[src/rtl/noc_flit_sender_pkg.sv]
// Shared flit layout for the flit sender: data width, {head, tail, data} flit struct
// and a small builder helper.
package noc_flit_sender_pkg;

  localparam int DATA_WIDTH = 32;

  typedef struct packed {
    logic                  head;
    logic                  tail;
    logic [DATA_WIDTH-1:0] data;
  } flit_t;

  localparam int FLIT_WIDTH = $bits(flit_t);

  function automatic flit_t make_flit(input logic head, input logic tail,
                                      input logic [DATA_WIDTH-1:0] data);
    flit_t f;
    f.head = head;
    f.tail = tail;
    f.data = data;
    return f;
  endfunction

endpackage

[src/rtl/noc_flit_sender.sv]
// Packet-to-flit sender: one head flit from a latched header, then N payload flits passed
// straight through, tail on the last. Optional length checking with NOC_FLIT_SENDER_LENGTH_CHECK_EN.
//
// Handshakes: every channel transfers on a cycle where valid && ready are both high at the
// rising clock edge; valid never depends on ready, and a stalled head flit is held stable.
module noc_flit_sender
  import noc_flit_sender_pkg::*;
#(
  parameter  int MAX_LENGTH = 16,
  localparam int LEN_W      = $clog2(MAX_LENGTH + 1)
) (
  input  logic                  clk,
  input  logic                  rst_n,
  input  logic                  i_clear,
  input  logic                  i_header_valid,
  output logic                  o_header_ready,
  input  logic [DATA_WIDTH-1:0] i_header,
  input  logic [LEN_W-1:0]      i_length,
  input  logic                  i_payload_valid,
  output logic                  o_payload_ready,
  input  logic [DATA_WIDTH-1:0] i_payload,
  output logic                  flit_out_valid,
  input  logic                  flit_out_ready,
  output logic [FLIT_WIDTH-1:0] flit_out_flit,
`ifdef NOC_FLIT_SENDER_LENGTH_CHECK_EN
  input  logic                  i_payload_last,
  output logic                  o_length_error,
`endif
  output logic                  o_busy,
  output logic [1:0]            o_state
);

  typedef enum logic [1:0] {
    S_IDLE    = 2'd0,
    S_HEAD    = 2'd1,
    S_PAYLOAD = 2'd2
  } state_e;

  localparam logic [LEN_W-1:0] MAX_LEN = LEN_W'(MAX_LENGTH);
  localparam logic [LEN_W-1:0] ONE     = LEN_W'(1);

  state_e                state_q, state_d;
  logic [LEN_W-1:0]      cnt_q, cnt_d;
  logic [DATA_WIDTH-1:0] hdr_q, hdr_d;
  flit_t                 flit;
  logic                  hdr_fire, pay_fire;

  // cnt_q holds the packet length in HEAD and the remaining beats in PAYLOAD.
  always_ff @(posedge clk or negedge rst_n) begin
    if (!rst_n) begin
      state_q <= S_IDLE;
      cnt_q   <= '0;
      hdr_q   <= '0;
    end else begin
      state_q <= state_d;
      cnt_q   <= cnt_d;
      hdr_q   <= hdr_d;
    end
  end

  always_comb begin
    state_d         = state_q;
    cnt_d           = cnt_q;
    hdr_d           = hdr_q;
    o_header_ready  = 1'b0;
    o_payload_ready = 1'b0;
    flit_out_valid  = 1'b0;
    flit            = '0;
    hdr_fire        = 1'b0;
    pay_fire        = 1'b0;
    unique case (state_q)
      S_IDLE: begin
        o_header_ready = 1'b1;
        if (i_header_valid) begin
          hdr_fire = 1'b1;
          hdr_d    = i_header;
          cnt_d    = (i_length > MAX_LEN) ? MAX_LEN : i_length;
          state_d  = S_HEAD;
        end
      end
      S_HEAD: begin
        flit_out_valid = 1'b1;
        flit           = make_flit(1'b1, cnt_q == '0, hdr_q);
        if (flit_out_ready) begin
          state_d = (cnt_q == '0) ? S_IDLE : S_PAYLOAD;
        end
      end
      S_PAYLOAD: begin
        flit_out_valid  = i_payload_valid;
        o_payload_ready = flit_out_ready;
        flit            = make_flit(1'b0, cnt_q == ONE, i_payload);
        if (i_payload_valid && flit_out_ready) begin
          pay_fire = 1'b1;
          cnt_d    = cnt_q - ONE;
          if (cnt_q == ONE) begin
            state_d = S_IDLE;
          end
        end
      end
      default: state_d = S_IDLE;
    endcase
    // Abort wins over any handshake seen in the same cycle; the packet ends without a tail.
    if (i_clear) begin
      state_d = S_IDLE;
      cnt_d   = '0;
    end
  end

  assign flit_out_flit = flit;
  assign o_busy        = (state_q != S_IDLE);
  assign o_state       = state_q;

`ifdef NOC_FLIT_SENDER_LENGTH_CHECK_EN
  logic err_q, err_d;

  always_comb begin
    err_d = err_q;
    if (hdr_fire && (i_length > MAX_LEN)) begin
      err_d = 1'b1;
    end
    if (pay_fire && (i_payload_last != (cnt_q == ONE))) begin
      err_d = 1'b1;
    end
    if (i_clear) begin
      err_d = 1'b0;
    end
  end

  always_ff @(posedge clk or negedge rst_n) begin
    if (!rst_n) begin
      err_q <= 1'b0;
    end else begin
      err_q <= err_d;
    end
  end

  assign o_length_error = err_q;
`endif

endmodule

[config.mk]
export PLATFORM = sky130hd
export DESIGN_NAME = noc_flit_sender
export DESIGN_NICKNAME = d
export VERILOG_FILES = /design/src/rtl/noc_flit_sender_pkg.sv /design/src/rtl/noc_flit_sender.sv
export SDC_FILE = /design/constraint.sdc
export NUM_CORES = 1
export LEC_CHECK = 0
export ABC_AREA = 1
export ABC_CLOCK_PERIOD_IN_PS = 1700
export CAP_MARGIN = 10
export CORE_MARGIN = 3
export CORE_UTILIZATION = 41
export DETAILED_ROUTE_END_ITERATION = 7
export PLACE_DENSITY = 0.8
export SYNTH_ARGS = -nofsm -noshare
export SYNTH_HDL_FRONTEND = slang
export SYNTH_SLANG_ARGS = --single-unit
[constraint.sdc]
create_clock -name clk -period 1.7 [get_ports clk]
set_input_delay 0.255 -clock clk [delete_from_list [all_inputs] [get_ports clk]]
set_output_delay 0.255 -clock clk [all_outputs]
set_load 0.05 [all_outputs]
; Word level (Yosys, flattened, before mapping)
; Cells that the tools add are included.
[classes]
addsub = 1
mul = 0
div_mod_pow = 0
magnitude_cmp = 1
n_eq_ne = 7
shifts = 0
muxes = 16
bitwise = 0
n_reduce_logical = 8
[ops]
columns = operator, n
row1 = $pmux W34 S2, 1
row2 = $mux W5, 4
row3 = $mux W2, 6
row4 = $ne A3 B3 Y1 const B, 4
row5 = $pmux W5 S2, 1
row6 = $pmux W2 S3, 1
row7 = $eq A5 B1 Y1 const B, 1
row8 = $gt A5 B5 Y1 const B, 1
row9 = $logic_not A5 Y1, 1
row10 = $sub A5 B1 Y5 const B, 1
row11 = $reduce_and A4 Y1, 1
row12 = $reduce_and A3 Y1, 1
row13 = $reduce_bool A3 Y1, 1
row14 = $eq A2 B1 Y1 const B, 1
row15 = $eq A2 B2 Y1 const B, 1
row16 = $logic_not A2 Y1, 1
row17 = $mux W1, 2
row18 = $pmux W1 S2, 1
row19 = $reduce_and A2 Y1, 1
row20 = $reduce_bool A2 Y1, 1
row21 = $logic_and A1 B1 Y1, 1
[totals]
ff_bits = 39
latchBits = 0
ramBits = 0
romBits = 0
inputBits = 75
output_inout_bits = 40
wordCells = 36
mem_count = 0

; Logic depth before layout (Yosys ltp)
; Gate-level depths: netlist (run 1).
[logic_depth]
word_depth = 5
mapped_depth = 9
depth_no_buf = 8

; Worst setup path before layout (run 1)
; OpenSTA, ideal clock, no wires.
[synth_path]
kind = register to output
start = register state_q[0] (netlist: o_state[0])
end = output port flit_out_flit[0]
t_arrival_ns = 2.500
required_ns = 1.445
slack_ns = -1.055
stages_incl_launch_ff = 6
n_path_buf = 2
path_cell_list = dfrtp_1 > ha_1 > buf_2 > buf_2 > nand2_1 > a21oi_1
[synth_between]
elab_chain_len = 2
word_cells_on_any_way = 3
cone_classes = eq/ne: 2 / mux: 1
[synth_lines]
columns = element, line_no
row1 = "start, declared", noc_flit_sender.sv:42  ; state_e state_q, state_d;
row2 = "start signal, assigned", noc_flit_sender.sv:55  ; state_q <= state_d;
row3 = $eq A2 B2 Y1 or $eq A2 B1 Y1 (tied branches), noc_flit_sender.sv:71  ; unique case (state_q)
row4 = $pmux W34 S2 (*), noc_flit_sender.sv:71
row5 = "end, declared", noc_flit_sender.sv:24  ; output logic [FLIT_WIDTH-1:0] flit_out_flit,
; Every way passes the cells marked *; elsewhere a longest branch is shown, timed or not.

; Worst setup path after layout (run 1)
; Same ends and word-level chain as after synthesis.

==> results of run 1 <==
## logic make-up after synthesis
kind of cell	after synthesis
and+or+nand+nor	119
AOI/OAI and AO/OA	41
DFF	39
muxes	32
buffers and inverters	31
adders and majority gates	7
xor gates and xnor gates	1
## area by class of cell
| cell class | instances | area share |
|---|---|---|
| Timing Repair Buffer | 133 | 0.3815 |
| Multi-Input combinational cell | 200 | 0.3585 |
| Sequential cell | 39 | 0.2060 |
| Tap cell | 72 | 0.01897 |
| Clock buffer | 6 | 0.01739 |
| Inverter | 17 | 0.01660 |
| Clock inverter | 1 | 0.001054 |
## Yosys cell counts, drive strengths merged
library cell	instances	share of area
clkinv	1	0.0016
nand4	3	0.0078
a31oi	1	0.0026
nand2	95	0.15
inv	16	0.025
ha	7	0.036
clkbuf	3	0.0047
a21oi	34	0.071
o21ai	6	0.012
buf	11	0.031
nor2	10	0.020
xnor2	1	0.0036
mux2	32	0.20
nand3	11	0.030
dfrtp	39	0.41
## where the power goes
part	switching [W]	internal [W]
combinational	0.00350	0.00316
sequential	0.000306	0.00138
clock	0.000323	0.000319
## worst max-delay path, cell delays in order, from the launching register on
cell and delay (ns):
dfrtp_2 0.37, inv_2 0.07, ha_4 0.30, clkinv_8 0.10, buf_12 0.18, a21oi_4 0.15
buf_12 0.15
## path summary, 6_finish.rpt
kind                             from                to  slack [ns]  cells after the start
min                             rst_n         hdr_q[26]        0.43                      2
max reg2reg                o_state[1]          cnt_q[4]        0.09                      8
max                        o_state[0]  flit_out_flit[0]       -0.19                      6
max in group asynchronous       rst_n        o_state[1]        0.79                      3
min reg2reg                 hdr_q[11]         hdr_q[11]        0.51                      1
min in group clk            hdr_q[11]         hdr_q[11]        0.51                      1
## cells in the final DEF, fill, tap and decap left out, drive strengths merged
| cell | instances |
|---|---|
| a21oi | 34 |
| a31oi | 1 |
| buf | 58 |
| clkbuf | 7 |
| clkdlybuf4s50 | 73 |
| clkinv | 2 |
| dfrtp | 39 |
| dlygate4sd3 | 1 |
| ha | 7 |
| inv | 16 |
| mux2 | 32 |
| nand2 | 95 |
| nand3 | 11 |
| nand4 | 3 |
| nor2 | 10 |
| o21ai | 6 |
| xnor2 | 1 |
## state kept, by name, summed over array words and instances (netlist names)
name     count
o_state      2
cnt_q        5
hdr_q       32
## metrics by stage
step | setup slack (ns) | cells | power [W]
2_1_floorplan | -0.1273 | 270 | 0.005880
3_3_place_gp | 0.1007 | 454 | 0.007729
3_5_place_dp | 0.03786 | 454 | 0.007906
4_1_cts | -0.2038 | 466 | 0.008902
5_1_grt | -0.2492 | 468 | 0.009418
6_report | -0.1901 | 468 | 0.008994
## routing by layer
| layer | GRT usage | wire, µm | vias to the layer above |
|---|---|---|---|
| li1 | - | - | 1132 |
| met4 | 0.1111 | 260 | 0 |
| met1 | 0.2889 | 3028 | 1204 |
| met5 | 0 | 0 | - |
| met3 | 0.04664 | 501 | 17 |
| met2 | 0.4671 | 4735 | 88 |
## repair_timing
| item | in CTS | in global routing |
|---|---|---|
| gates resized for setup | 11 | 4 |
| buffers inserted | 3 | 1 |
| pin swaps | 2 | 3 |
| gates cloned | 1 | 1 |
| endpoints found under the setup margin | 35 | 35 |
| hold buffers | 1 | 0 |
| endpoints found under the hold margin | 15 | 0 |
==> impl_metrics.env, run 1 <==
export IMPL_syn_instance_count=270
export IMPL_crit_fanout=11
export IMPL_hpwl_um=6346
export IMPL_clock_latency_ns=0.29
export IMPL_drc=0
export IMPL_vdd_ir_drop_max_uv=2156
export IMPL_synth_seq_cells=39
export IMPL_place_area_mm2=0.004517
export IMPL_grt_pass1_wl_um=13020
export IMPL_path_clk_slew_ns=0.08
export IMPL_cts_root_buffer="clkbuf_8"
export IMPL_io_pins=115
export IMPL_endpoint_kind="primary output"
export IMPL_core_rowCount=27
export IMPL_p_leak_nw=1.912
export IMPL_grt_max_degree=33
export IMPL_synth_top_family_by_area="simple AND/OR/NAND/NOR gates"
export IMPL_nFillCells=299
export IMPL_fin_worst_skew_ns=0.005890
export IMPL_numClockSinks=39
export IMPL_avgSynthCellArea_um2=8.902
export IMPL_synth_xor_area_frac=0.003644
export IMPL_status="finished with violations"
export IMPL_drv_cap=0
export IMPL_dr_pass1_iters=4
export IMPL_synthDistinctLibCells=23
export IMPL_drtIter0Drc=160
export IMPL_dieArea_mm2=0.006817
export IMPL_rsz0062_at_grt="yes"
export IMPL_cts_made_buffers=5
export IMPL_drive_gt1_frac=0.3864
export IMPL_min_period_ns=1.890
export IMPL_report_final_slew_viol_count=0
export IMPL_hp_class="primary input to async pin"
export IMPL_timing_fmax_ghz=0.5291
export IMPL_totalWireLength_um=8526
export IMPL_setup_slack_ns=-0.1901
export IMPL_hold_viol=0
export IMPL_antennaDiodeCount=0
export IMPL_setup_viol=36
export IMPL_finalCritPeriodShare=1.112
export IMPL_syn_nets=352
export IMPL_cts_path_max_buffers=2
export IMPL_syn_to_final_growth_pct=97.61
export IMPL_regArea_um2=978.4
export IMPL_fin_area_mm2=0.004750
export IMPL_worst_hold_slack_ns=0.4334
export IMPL_fin_tns_setup_ns=-5.719
export IMPL_num_vias=2441
export IMPL_grt_pass1_vias=2704
export IMPL_cp_arrival_ns=1.64
export IMPL_coreArea_mm2=0.005574
export IMPL_violations="setup timing"
export IMPL_worstSetupStartpointType="register"
export IMPL_final_util=0.8521
export IMPL_grt_overflow_total=0
export IMPL_max_slew_margin_rel=0.7499
export IMPL_synthSimpleGateAreaFrac=0.2093
export IMPL_htree_levels=2
export IMPL_ant_nets=0
export IMPL_p_per_area_mw_per_mm2=1894
export IMPL_start_util=0.4312
export IMPL_tightestPinTransition_ns=0.3752
export IMPL_synth_area_mm2=0.002404
export IMPL_die_y_um=82.57
export IMPL_yosysWarnings=0
export IMPL_seq_area_frac_synth=0.4060
export IMPL_grt_usage=0.2559
export IMPL_nets=478
export IMPL_tritoncts="yes"
export IMPL_wire_per_inst_um=18.22
export IMPL_synth_compound_area_frac=0.08589
export IMPL_multiInputGateArea_mm2=0.001703
export IMPL_synth_fa_ha_area_frac=0.03644
export IMPL_gp_congestion=0.7855
export IMPL_muxShareOfSynthArea=0.1968
export IMPL_path_class="register to primary output"
export IMPL_routed_via_density=5.216
export IMPL_io_buffer_count=114
export IMPL_crit_required_ns=1.44
export IMPL_dieWidth_um=82.57
export IMPL_antenna_found_initial=0
(Power assumes the default switching activity.)
==> run 2: changes to the inputs <==
--- a/config.mk
+++ b/config.mk
@@ -8,6 +8,7 @@
 export ABC_AREA = 1
 export ABC_CLOCK_PERIOD_IN_PS = 1700
 export CAP_MARGIN = 10
+export CORE_ASPECT_RATIO = 0.8
 export CORE_MARGIN = 3
 export CORE_UTILIZATION = 41
 export DETAILED_ROUTE_END_ITERATION = 7
==> run 2 against run 1 <==
Against the previous run:
- utilization increased by 4.8 points
- critical path depth rose by 1
- the flow still finishes with violations (setup timing)
- maximum frequency shrank 4.2%
- final cell count increased by 4.3%
- routed wire length increased by 26%
==> impl_metrics.env, run 2 (synthesized netlist as in run 1, its figures left out) <==
export IMPL_p_leak_nw=2.032
export IMPL_timing_fmax_ghz=0.5069
export IMPL_hpwl_um=6186
export IMPL_die_y_um=74.48
export IMPL_drv_cap=0
export IMPL_routed_via_density=5.543
export IMPL_finalCritPeriodShare=1.160
export IMPL_tightestPinTransition_ns=0.5041
export IMPL_cts_path_max_buffers=2
export IMPL_core_rowCount=24
export IMPL_antennaDiodeCount=0
export IMPL_cts_made_buffers=5
export IMPL_largest_register="hdr_q"
export IMPL_dieWidth_um=91.61
export IMPL_totalWireLength_um=10760
export IMPL_hold_viol=0
export IMPL_drc=0
export IMPL_r2r_slack_ns=-0.18
export IMPL_grt_pass1_wl_um=13280
export IMPL_p_total_w=0.009966
export IMPL_hp_class="primary input to async pin"
export IMPL_critPathMaxStageDelay_ns=0.44
export IMPL_num_vias=2705
export IMPL_io_pins=115
export IMPL_antenna_found_initial=0
export IMPL_tritoncts="yes"
export IMPL_violations="setup timing"
export IMPL_rsz0062_at_grt="yes"
export IMPL_largest_reg_flops=32
export IMPL_setup_slack_ns=-0.2727
export IMPL_syn_to_final_growth_pct=108.0
export IMPL_report_final_slew_viol_count=0
export IMPL_crit_slowest_cell="dfrtp_2"
export IMPL_min_period_ns=1.973
export IMPL_numClockSinks=39
export IMPL_vdd_ir_drop_max_uv=1457
export IMPL_setup_viol=38
export IMPL_io_buffer_count=114
export IMPL_final_common_cell="nand2_1"
export IMPL_endpoint_kind="primary output"
export IMPL_htree_levels=2
export IMPL_final_util=0.8998
export IMPL_status="finished with violations"
export IMPL_path_buf_inv=4
export IMPL_grt_max_degree=27
export IMPL_worstSetupStartpointType="register"
export IMPL_crit_fanout=5
export IMPL_drtIter0Drc=173
export IMPL_dieArea_mm2=0.006823
export IMPL_dpl_cell_count=460
export IMPL_gp_congestion=0.8857
export IMPL_coreArea_mm2=0.005555
export IMPL_start_util=0.4327
export IMPL_p_per_area_mw_per_mm2=1994
export IMPL_fin_tns_setup_ns=-8.004
export IMPL_fin_worst_skew_ns=0.01006
export IMPL_dr_pass1_iters=4
export IMPL_nFillCells=205
export IMPL_place_area_mm2=0.004487
export IMPL_crit_required_ns=1.44
export IMPL_nets=491
export IMPL_crit_family="buffers and inverters"
export IMPL_final_cell_count_no_fill=488
export IMPL_critical_path_cell_chain="inv_4, ha_4, buf_4, clkbuf_16, nand2_2, a21oi_4, buf_12"
export IMPL_cp_arrival_ns=1.72
export IMPL_ant_nets=0
export IMPL_grt_usage=0.2534
export IMPL_cts_root_buffer="clkbuf_8"
export IMPL_max_slew_margin_rel=0.6639
export IMPL_path_clk_slew_ns=0.08
export IMPL_drive_gt1_frac=0.4488
export IMPL_grt_overflow_total=0
export IMPL_grt_pass1_vias=2570
export IMPL_wire_per_inst_um=22.06
export IMPL_fin_area_mm2=0.004999
export IMPL_path_class="register to primary output"
export IMPL_final_cell_mix="nand2_1, clkdlybuf4s50_1, buf_12"
export IMPL_clock_latency_ns=0.31
[run 2: final cells by class]
type                       count  area [µm²]  share of cell area
timing repair buffer         146        1944              0.3890
multi-input combinational    200        1784              0.3569
sequential                    39       978.4              0.1957
tap                           78       97.59             0.01952
inverter                      17       81.33             0.01627
clock buffer                   5       68.82             0.01377
clock inverter                 3       43.79            0.008761
[run 2: per-layer routing]
| metal | vias to the layer above | track usage | part of all wire | wire (µm) |
|---|---|---|---|---|
| li1 | 1159 | - | - | - |
| met3 | 36 | 0.05359 | 0.074 | 793 |
| met4 | 0 | 0.06522 | 0.036 | 391 |
| met2 | 164 | 0.4502 | 0.51 | 5450 |
| met1 | 1346 | 0.3190 | 0.38 | 4129 |
| met5 | - | 0 | 0 | 0 |
[run 2: path summary, 6_finish.rpt]
kind / start / to / cells after the start
worst max-delay path: o_state[1] / flit_out_flit[27] / 7
worst min-delay path: rst_n / cnt_q[1] / 2
worst max register to register: o_state[1] / cnt_q[0] / 8
worst min register to register: hdr_q[29] / hdr_q[29] / 1
max in group asynchronous: rst_n / hdr_q[17] / 3
min in group clk: hdr_q[29] / hdr_q[29] / 1
[run 2: what timing repair did]
action	CTS	global route
pin swaps	0	20
setup buffers	5	8
hold buffers	1	0
endpoints found under the setup margin	34	35
gates resized for setup	16	34
cloned	1	5
endpoints found under the hold margin	20	0
[run 2: per-stage QoR]
step | hold slack, ns | setup slack [ns]
final | 0.4463 | -0.2727
after global routing | 0.4932 | -0.3035
after detailed placement | 0.2455 | 0.04978
after global placement | 0.2503 | 0.08169
after floorplan | -0.04059 | -0.1273
after CTS | 0.4518 | -0.1893
[run 2: worst reg2reg max path, delay by kind of cell (launching register included)]
| family | cells | cell delay [ns] |
|---|---|---|
| buf+inv | 2 | 0.32 |
| compound gates | 2 | 0.29 |
| flops | 1 | 0.44 |
| fa+ha+maj | 1 | 0.19 |
| simple gates | 3 | 0.53 |
[run 2: power by group]
| group | switching [W] | internal [W] | leakage (nW) |
|---|---|---|---|
| Sequential | 0.000390 | 0.00138 | 0.464 |
| Clock | 0.000378 | 0.000438 | 0.0581 |
| Combinational | 0.00389 | 0.00348 | 1.51 |
| Total | 0.00466 | 0.00531 | 2.03 |
